===== src/rtl/divider_seq_if.sv =====
// divider_seq_if -- handshake and data bundle for the sequential divider.
//
// Purpose: groups the request side (strt, operands, optional is_signed) and
// the result side (quotient, remainder, not_valid, idle, done) of
// divider_seq so that they travel as one port.
//
// Signals:
//   strt       request, driven by master
//   is_signed  operands are two's complement (only with DIVIDER_SIGNED_EN)
//   dividend   numerator, BITSIZE bits, driven by master
//   divisor    denominator, BITSIZE bits, driven by master
//   quotient   registered result, driven by slave
//   remainder  registered result, driven by slave
//   not_valid  last result came from a zero divisor, driven by slave
//   idle       divider ready for strt, driven by slave
//   done       one-cycle pulse marking a new result, driven by slave
//
// Configuration macro: DIVIDER_SIGNED_EN adds the is_signed signal.

interface divider_seq_if #(
  parameter int BITSIZE = 16
);
  logic               strt;
`ifdef DIVIDER_SIGNED_EN
  logic               is_signed;
`endif
  logic [BITSIZE-1:0] dividend;
  logic [BITSIZE-1:0] divisor;
  logic [BITSIZE-1:0] quotient;
  logic [BITSIZE-1:0] remainder;
  logic               not_valid;
  logic               idle;
  logic               done;

`ifdef DIVIDER_SIGNED_EN
  modport master (
    output strt, is_signed, dividend, divisor,
    input  quotient, remainder, not_valid, idle, done
  );

  modport slave (
    input  strt, is_signed, dividend, divisor,
    output quotient, remainder, not_valid, idle, done
  );
`else
  modport master (
    output strt, dividend, divisor,
    input  quotient, remainder, not_valid, idle, done
  );

  modport slave (
    input  strt, dividend, divisor,
    output quotient, remainder, not_valid, idle, done
  );
`endif

endinterface : divider_seq_if


===== src/rtl/divider_seq.sv =====
// divider_seq -- multi-cycle restoring divider.
//
// Purpose: divides dividend by divisor one quotient bit per clock, MSB first,
// on operand magnitudes. A nonzero divisor takes BITSIZE CALC cycles plus one
// POSTCALC cycle; a zero divisor skips CALC and reports quotient = all ones,
// remainder = dividend, not_valid = 1.
//
// Ports:
//   clk   rising-edge clock for all state
//   rst   asynchronous, active-high reset; forces IDLE and clears results
//   bus   divider_seq_if.slave: strt, [is_signed], dividend, divisor in;
//         quotient, remainder, not_valid, idle, done out
//
// Parameters:
//   BITSIZE    operand/result width (4..64)
//   INDEXSIZE  bit-index counter width, ceil(log2(BITSIZE))
//
// Configuration macro: DIVIDER_SIGNED_EN
//   defined   : is_signed honoured; magnitudes taken at acceptance and sign
//               correction applied in POSTCALC (truncation toward zero,
//               remainder follows the dividend's sign).
//   undefined : unsigned only; POSTCALC just registers the results. Latency
//               is the same in both builds.

module divider_seq #(
  parameter int BITSIZE   = 16,
  parameter int INDEXSIZE = 4
) (
  input  logic         clk,
  input  logic         rst,
  divider_seq_if.slave bus
);

  typedef enum logic [1:0] {
    IDLE     = 2'd0,
    CALC     = 2'd1,
    POSTCALC = 2'd2
  } state_t;

  state_t               state_reg;

  // Operand magnitudes captured at acceptance; dvd_reg stays intact through
  // CALC and is walked with idx_reg rather than shifted.
  logic [BITSIZE-1:0]   dvd_reg;
  logic [BITSIZE-1:0]   dvs_reg;
  logic [INDEXSIZE-1:0] idx_reg;
  logic [BITSIZE-1:0]   acc_reg;      // partial remainder
  logic [BITSIZE-1:0]   quo_reg;      // quotient magnitude being built
  logic                 zero_reg;     // accepted divisor was zero

  logic [BITSIZE-1:0]   quotient_reg;
  logic [BITSIZE-1:0]   remainder_reg;
  logic                 not_valid_reg;
  logic                 done_reg;

`ifdef DIVIDER_SIGNED_EN
  logic                 dvd_neg_reg;
  logic                 dvs_neg_reg;
`endif

  // ---------------------------------------------------------------------
  // Operand conditioning at acceptance
  // ---------------------------------------------------------------------
  logic [BITSIZE-1:0]   dvd_mag;
  logic [BITSIZE-1:0]   dvs_mag;
`ifdef DIVIDER_SIGNED_EN
  logic                 dvd_neg;
  logic                 dvs_neg;
`endif

  always_comb begin
`ifdef DIVIDER_SIGNED_EN
    dvd_neg = bus.is_signed & bus.dividend[BITSIZE-1];
    dvs_neg = bus.is_signed & bus.divisor[BITSIZE-1];
    // The magnitude of MIN is MIN itself, which is correct read as unsigned.
    dvd_mag = dvd_neg ? -bus.dividend : bus.dividend;
    dvs_mag = dvs_neg ? -bus.divisor  : bus.divisor;
`else
    dvd_mag = bus.dividend;
    dvs_mag = bus.divisor;
`endif
  end

  // ---------------------------------------------------------------------
  // One restoring step
  // ---------------------------------------------------------------------
  // The shifted partial remainder needs BITSIZE+1 bits: with a divisor whose
  // MSB is set, acc_reg can exceed 2^(BITSIZE-1) and the shift carries out.
  logic [BITSIZE:0]     partial;
  logic [BITSIZE:0]     trial;
  logic                 fits;
  logic [BITSIZE-1:0]   acc_next;
  logic                 unused_trial_msb;

  always_comb begin
    partial  = {acc_reg, dvd_reg[idx_reg]};
    trial    = partial - {1'b0, dvs_reg};
    fits     = (partial >= {1'b0, dvs_reg});
    // A successful trial leaves a value below the divisor, so its top bit
    // is always zero and the low BITSIZE bits are the whole result.
    acc_next = fits ? trial[BITSIZE-1:0] : partial[BITSIZE-1:0];
  end

  assign unused_trial_msb = trial[BITSIZE];

  // ---------------------------------------------------------------------
  // Final results presented to POSTCALC
  // ---------------------------------------------------------------------
  logic [BITSIZE-1:0]   res_quotient;
  logic [BITSIZE-1:0]   res_remainder;

  always_comb begin
    res_quotient  = quo_reg;
    res_remainder = acc_reg;
`ifdef DIVIDER_SIGNED_EN
    if (zero_reg) begin
      // Reproduce the original dividend bit pattern from its magnitude.
      res_quotient  = '1;
      res_remainder = dvd_neg_reg ? -dvd_reg : dvd_reg;
    end else begin
      // Quotient is negative when operand signs differ; remainder follows
      // the dividend. Negating zero stays zero, so a zero remainder is
      // never negative. MIN/-1 leaves quo_reg = MIN unchanged (wrap).
      res_quotient  = (dvd_neg_reg ^ dvs_neg_reg) ? -quo_reg : quo_reg;
      res_remainder = dvd_neg_reg ? -acc_reg : acc_reg;
    end
`else
    if (zero_reg) begin
      res_quotient  = '1;
      res_remainder = dvd_reg;
    end
`endif
  end

  // ---------------------------------------------------------------------
  // Controller and datapath registers
  // ---------------------------------------------------------------------
  always_ff @(posedge clk or posedge rst) begin
    if (rst) begin
      state_reg     <= IDLE;
      dvd_reg       <= '0;
      dvs_reg       <= '0;
      idx_reg       <= '0;
      acc_reg       <= '0;
      quo_reg       <= '0;
      zero_reg      <= 1'b0;
      quotient_reg  <= '0;
      remainder_reg <= '0;
      not_valid_reg <= 1'b0;
      done_reg      <= 1'b0;
`ifdef DIVIDER_SIGNED_EN
      dvd_neg_reg   <= 1'b0;
      dvs_neg_reg   <= 1'b0;
`endif
    end else begin
      done_reg <= 1'b0;
      case (state_reg)
        IDLE: begin
          if (bus.strt) begin
            dvd_reg  <= dvd_mag;
            dvs_reg  <= dvs_mag;
            idx_reg  <= INDEXSIZE'(BITSIZE - 1);
            acc_reg  <= '0;
            quo_reg  <= '0;
            zero_reg <= (bus.divisor == '0);
`ifdef DIVIDER_SIGNED_EN
            dvd_neg_reg <= dvd_neg;
            dvs_neg_reg <= dvs_neg;
`endif
            state_reg <= (bus.divisor == '0) ? POSTCALC : CALC;
          end
        end

        CALC: begin
          acc_reg          <= acc_next;
          quo_reg[idx_reg] <= fits;
          idx_reg          <= idx_reg - 1'b1;
          if (idx_reg == '0) begin
            state_reg <= POSTCALC;
          end
        end

        POSTCALC: begin
          quotient_reg  <= res_quotient;
          remainder_reg <= res_remainder;
          not_valid_reg <= zero_reg;
          done_reg      <= 1'b1;
          state_reg     <= IDLE;
        end

        default: begin
          state_reg <= IDLE;
        end
      endcase
    end
  end

  assign bus.quotient  = quotient_reg;
  assign bus.remainder = remainder_reg;
  assign bus.not_valid = not_valid_reg;
  assign bus.done      = done_reg;
  assign bus.idle      = (state_reg == IDLE);

endmodule : divider_seq


===== src/flat_wrapper.sv =====
// flat-port wrapper written by rule: the top's interface ports become plain ports
module divider_seq_flat 
#(
  parameter int BITSIZE   = 16,
  parameter int INDEXSIZE = 4
)
  (clk, rst, bus_strt, bus_dividend, bus_divisor, bus_quotient, bus_remainder, bus_not_valid, bus_idle, bus_done);
  divider_seq_if #(.BITSIZE(BITSIZE)) bus_i ();
  input  logic clk;
  input  logic rst;
  input wire logic [$bits(bus_i.strt)-1:0] bus_strt;
  input wire logic [$bits(bus_i.dividend)-1:0] bus_dividend;
  input wire logic [$bits(bus_i.divisor)-1:0] bus_divisor;
  output wire logic [$bits(bus_i.quotient)-1:0] bus_quotient;
  output wire logic [$bits(bus_i.remainder)-1:0] bus_remainder;
  output wire logic [$bits(bus_i.not_valid)-1:0] bus_not_valid;
  output wire logic [$bits(bus_i.idle)-1:0] bus_idle;
  output wire logic [$bits(bus_i.done)-1:0] bus_done;
  assign bus_i.strt = bus_strt;
  assign bus_i.dividend = bus_dividend;
  assign bus_i.divisor = bus_divisor;
  assign bus_quotient = bus_i.quotient;
  assign bus_remainder = bus_i.remainder;
  assign bus_not_valid = bus_i.not_valid;
  assign bus_idle = bus_i.idle;
  assign bus_done = bus_i.done;
  divider_seq #(.BITSIZE(BITSIZE), .INDEXSIZE(INDEXSIZE)) u_core (.clk(clk), .rst(rst), .bus(bus_i));
endmodule

===== config.mk =====
export PLATFORM = sky130hd
export DESIGN_NAME = divider_seq_flat
export DESIGN_NICKNAME = d
export VERILOG_FILES = /design/src/rtl/divider_seq_if.sv /design/src/rtl/divider_seq.sv /design/src/flat_wrapper.sv
export SDC_FILE = /design/constraint.sdc
export NUM_CORES = 1
export LEC_CHECK = 0
export CORE_ASPECT_RATIO = 0.9
export CORE_MARGIN = 8
export CORE_UTILIZATION = 50
export CTS_CLUSTER_DIAMETER = 120
export DETAILED_ROUTE_END_ITERATION = 6
export DONT_BUFFER_PORTS = 1
export GPL_TIMING_DRIVEN = 0
export PLACE_DENSITY = 0.64
export SYNTH_ARGS = -nofsm -noshare
export SYNTH_HDL_FRONTEND = slang
export SYNTH_SLANG_ARGS = --single-unit

===== constraint.sdc =====
create_clock -name clk -period 9.3 [get_ports clk]
set_input_delay 1.86 -clock clk [delete_from_list [all_inputs] [get_ports clk]]
set_output_delay 1.86 -clock clk [all_outputs]
set_load 0.1 [all_outputs]

==> impl_metrics.csv <==
group,metric,value,unit
worst_setup_path,cp-end-kind,"flip-flop",
job,drv_cap,0,
global_route,grt_usage,21.38,%
worst_setup_path,cp.required,9.59,ns
worst_setup_path,crit_top_cell,"mux4_2",
worst_hold_path,hp-class,"flip-flop to flip-flop",
global_route,grt_pass1_vias,4679,
run_status,status,"completed",
logic_synthesis,syn_area_per_cell,9.263,sq um
clock_network,postCtsSetupRepairBufs,0,
placed_design,post_dp_cell_area,5858,sq um
detailed_routing,vias,4625,
floorplanning,initial_core_util,51.63,%
placed_design,gp_congestion,0.8861,
worst_setup_path,criticalPathCategory,"flip-flop to flip-flop",
logic_synthesis,ys.flop_type,"dfrtp_1",
timing,worst_slew_pin_slew,0.9311,ns
global_route,overflow,0,
logic_synthesis,synth-seq-cells,105,
detailed_routing,wl,15.49,mm
clock_network,cts_tree,"yes",
detailed_routing,drtIter0Drc,413,
clock_network,postCtsHoldBufs,0,
logic_synthesis,yosysUniqueCellTypes,56,
global_route,grt_max_degree,54,
timing,max_freq,236.1,MHz
logic_synthesis,synth_top_area_share,46.89,%
clock_network,clkSinkCount,105,
logic_synthesis,synth.area.top_cells,"dfrtp_1, nand2_1, o21ai_0, ha_1, mux2i_1",
timing,drv_slew,0,
timing,slew_headroom,37.93,%
placed_design,place_hpwl,11.94,mm
timing,worst_hold_slack,0.5177,ns
detailed_routing,dr.pass1.iters,5,
clock_network,cts_made_buffers,9,
cells_and_area,post-route-util,56.73,%
cells_and_area,areaGrowthSynthToFinish,9.891,%
floorplanning,row_count,36,
worst_setup_path,cp_slowest_stage_delay,0.64,ns
logic_synthesis,synth_enable_flop_cells,0,
floorplanning,coreArea,10860,sq um
clock_network,cts_root_buf,"clkbuf_16",
timing,rsz0062_at_grt,"false",
placed_design,port_buffers,0,
clock_network,cts_htree_levels,3,
logic_synthesis,yosys_warnings,0,
cells_and_area,final_cell_area,6158,sq um
worst_setup_path,crit_slowest_cell,"a2111oi_0",
worst_setup_path,worst_setup_path_start_kind,"flip-flop",
global_route,grt_pass1_wl,24.54,mm
detailed_routing,drcViolationCount,0,
floorplanning,io_pins,70,
worst_setup_path,path_max_fanout,8,
logic_synthesis,postSynthCellCount,605,
clock_network,cts_buffer_depth,2,
timing,period_share,45.55,%
cells_and_area,fill_cells,1005,
logic_synthesis,synth_area_leader_cell,"dfrtp_1",
cells_and_area,antenna_cells,0,
detailed_routing,viasPerCell,5.960,
clock_network,clock_latency,0.35,ns
cells_and_area,nets,676,
logic_synthesis,yosysSeqAreaShare,46.89,%
logic_synthesis,async_flop_share,100.0,%
timing,hold_violations,0,
global_route,antenna_found_initial,0,
worst_setup_path,arrival,4.53,ns
timing,setup_viol,0,
floorplanning,chipHeight,116.4,microns
timing,setup_tns,0,ns
clock_network,path_clk_slew,0.07,ns
clock_network,cts_resized,0,
floorplanning,die-area,14860,sq um
floorplanning,chipWidth,127.6,microns
detailed_routing,antenna_left,0,
timing,finalCriticalPeriod,4.236,ns
cells_and_area,drive_above_1_share,6.571,%
logic_synthesis,netlist_area,5604,sq um
timing,skew,0.005803,ns
detailed_routing,avgRoutedWirePerCell,19.95,microns
worst_setup_path,cp_cell_sequence,"clkbuf_1 -> mux4_2 -> mux4_2 -> inv_1 -> ha_1 -> fa_1 -> nand2b_1 -> a211oi_1 -> o311ai_0 -> a21oi_1 -> a2111oi_0 -> a311o_1",
logic_synthesis,synth_fp_nets,662,
==> layer usage <==
metal  global-route usage [%]  share of wire, %  up-vias
li1                         -                 -     2200
met3                    4.153               4.9       23
met2                    34.73                47      134
met1                    28.04                46     2268
met5                        0                 0        -
met4                    7.832               2.3        0
==> worst max-delay path: cells and delay by family (launching register included) <==
kind / cells / cell delay, ns
compound gates: 5 / 1.62
flops: 1 / 0.37
mux: 2 / 1.10
fa+ha+maj: 2 / 0.40
simple gates: 1 / 0.16
buf+inv: 2 / 0.53
==> layout by cell type, fill, tap and decap left out, types with 10 or more instances in the layout <==
cell type  count
dfrtp_1      105
mux2i_1       17
clkbuf_1      31
nor2_1        24
nand3_1       16
o31ai_1       18
inv_1         25
o211ai_1      15
nor3_1        10
nand2_1      119
and3_1        11
ha_1          21
a21oi_1       21
o21ai_0       61
==> worst paths after layout <==
path,from,to,slack [ns],cells past startpoint
setup reg to reg,u_core.idx_reg[0],u_core.acc_reg[14],5.06,12
hold reg to reg,u_core.state_reg[1],u_core.state_reg[1],0.52,1
setup / recovery,u_core.idx_reg[0],u_core.acc_reg[14],5.06,12
max in group asynchronous,rst,u_core.dvd_reg[13],7.11,2
hold / removal,u_core.state_reg[1],u_core.state_reg[1],0.52,1
min in group asynchronous,rst,u_core.bus.quotient[3],1.48,1
==> cells in the mapped netlist, types with 6 or more instances <==
cell type and number:
nand2_1 119, dfrtp_1 105, o21ai_0 61, clkbuf_1 31, inv_1 26, nor2_1 25, a21oi_1 21, ha_1 21
o31ai_1 18, mux2i_1 17, nand3_1 16, o211ai_1 15, and3_1 11, nor3_1 10, a211oi_1 9, nand2b_1 6
nand4_1 6, xnor2_1 6
==> cell type report <==
class	instances	area [sq um]	share of cell area (%)
Buffer	41	161.4	2.621
Clock buffer	12	266.5	4.328
Clock inverter	4	33.78	0.5486
Inverter	26	100.1	1.625
Multi-Input combinational cell	433	2720	44.17
Sequential cell	105	2628	42.67
Tap cell	152	190.2	3.088
Timing Repair Buffer	3	58.81	0.9549
==> stage by stage <==
step | instances | setup WS [ns]
after floorplan | 605 | 4.679
after global placement | 757 | 3.522
after detailed placement | 760 | 5.252
after CTS | 776 | 5.191
after global routing | 776 | 4.819
final | 776 | 5.064
==> kinds of logic (layout without fill, tap and decap cells) <==
group | Yosys count | count (layout) | share of synthesized area, %
xor+xnor | 6 | 6 | 0.9377
buf+inv | 67 | 86 | 4.621
simple gates | 217 | 217 | 17.46
flops | 105 | 105 | 46.89
fa+ha+maj | 22 | 22 | 5.046
mux | 23 | 23 | 5.247
compound gates | 165 | 165 | 19.80
Power is left out: the tool's default activity adds up to more than one toggle a clock period on the data nets, which glitch-free logic cannot reach.
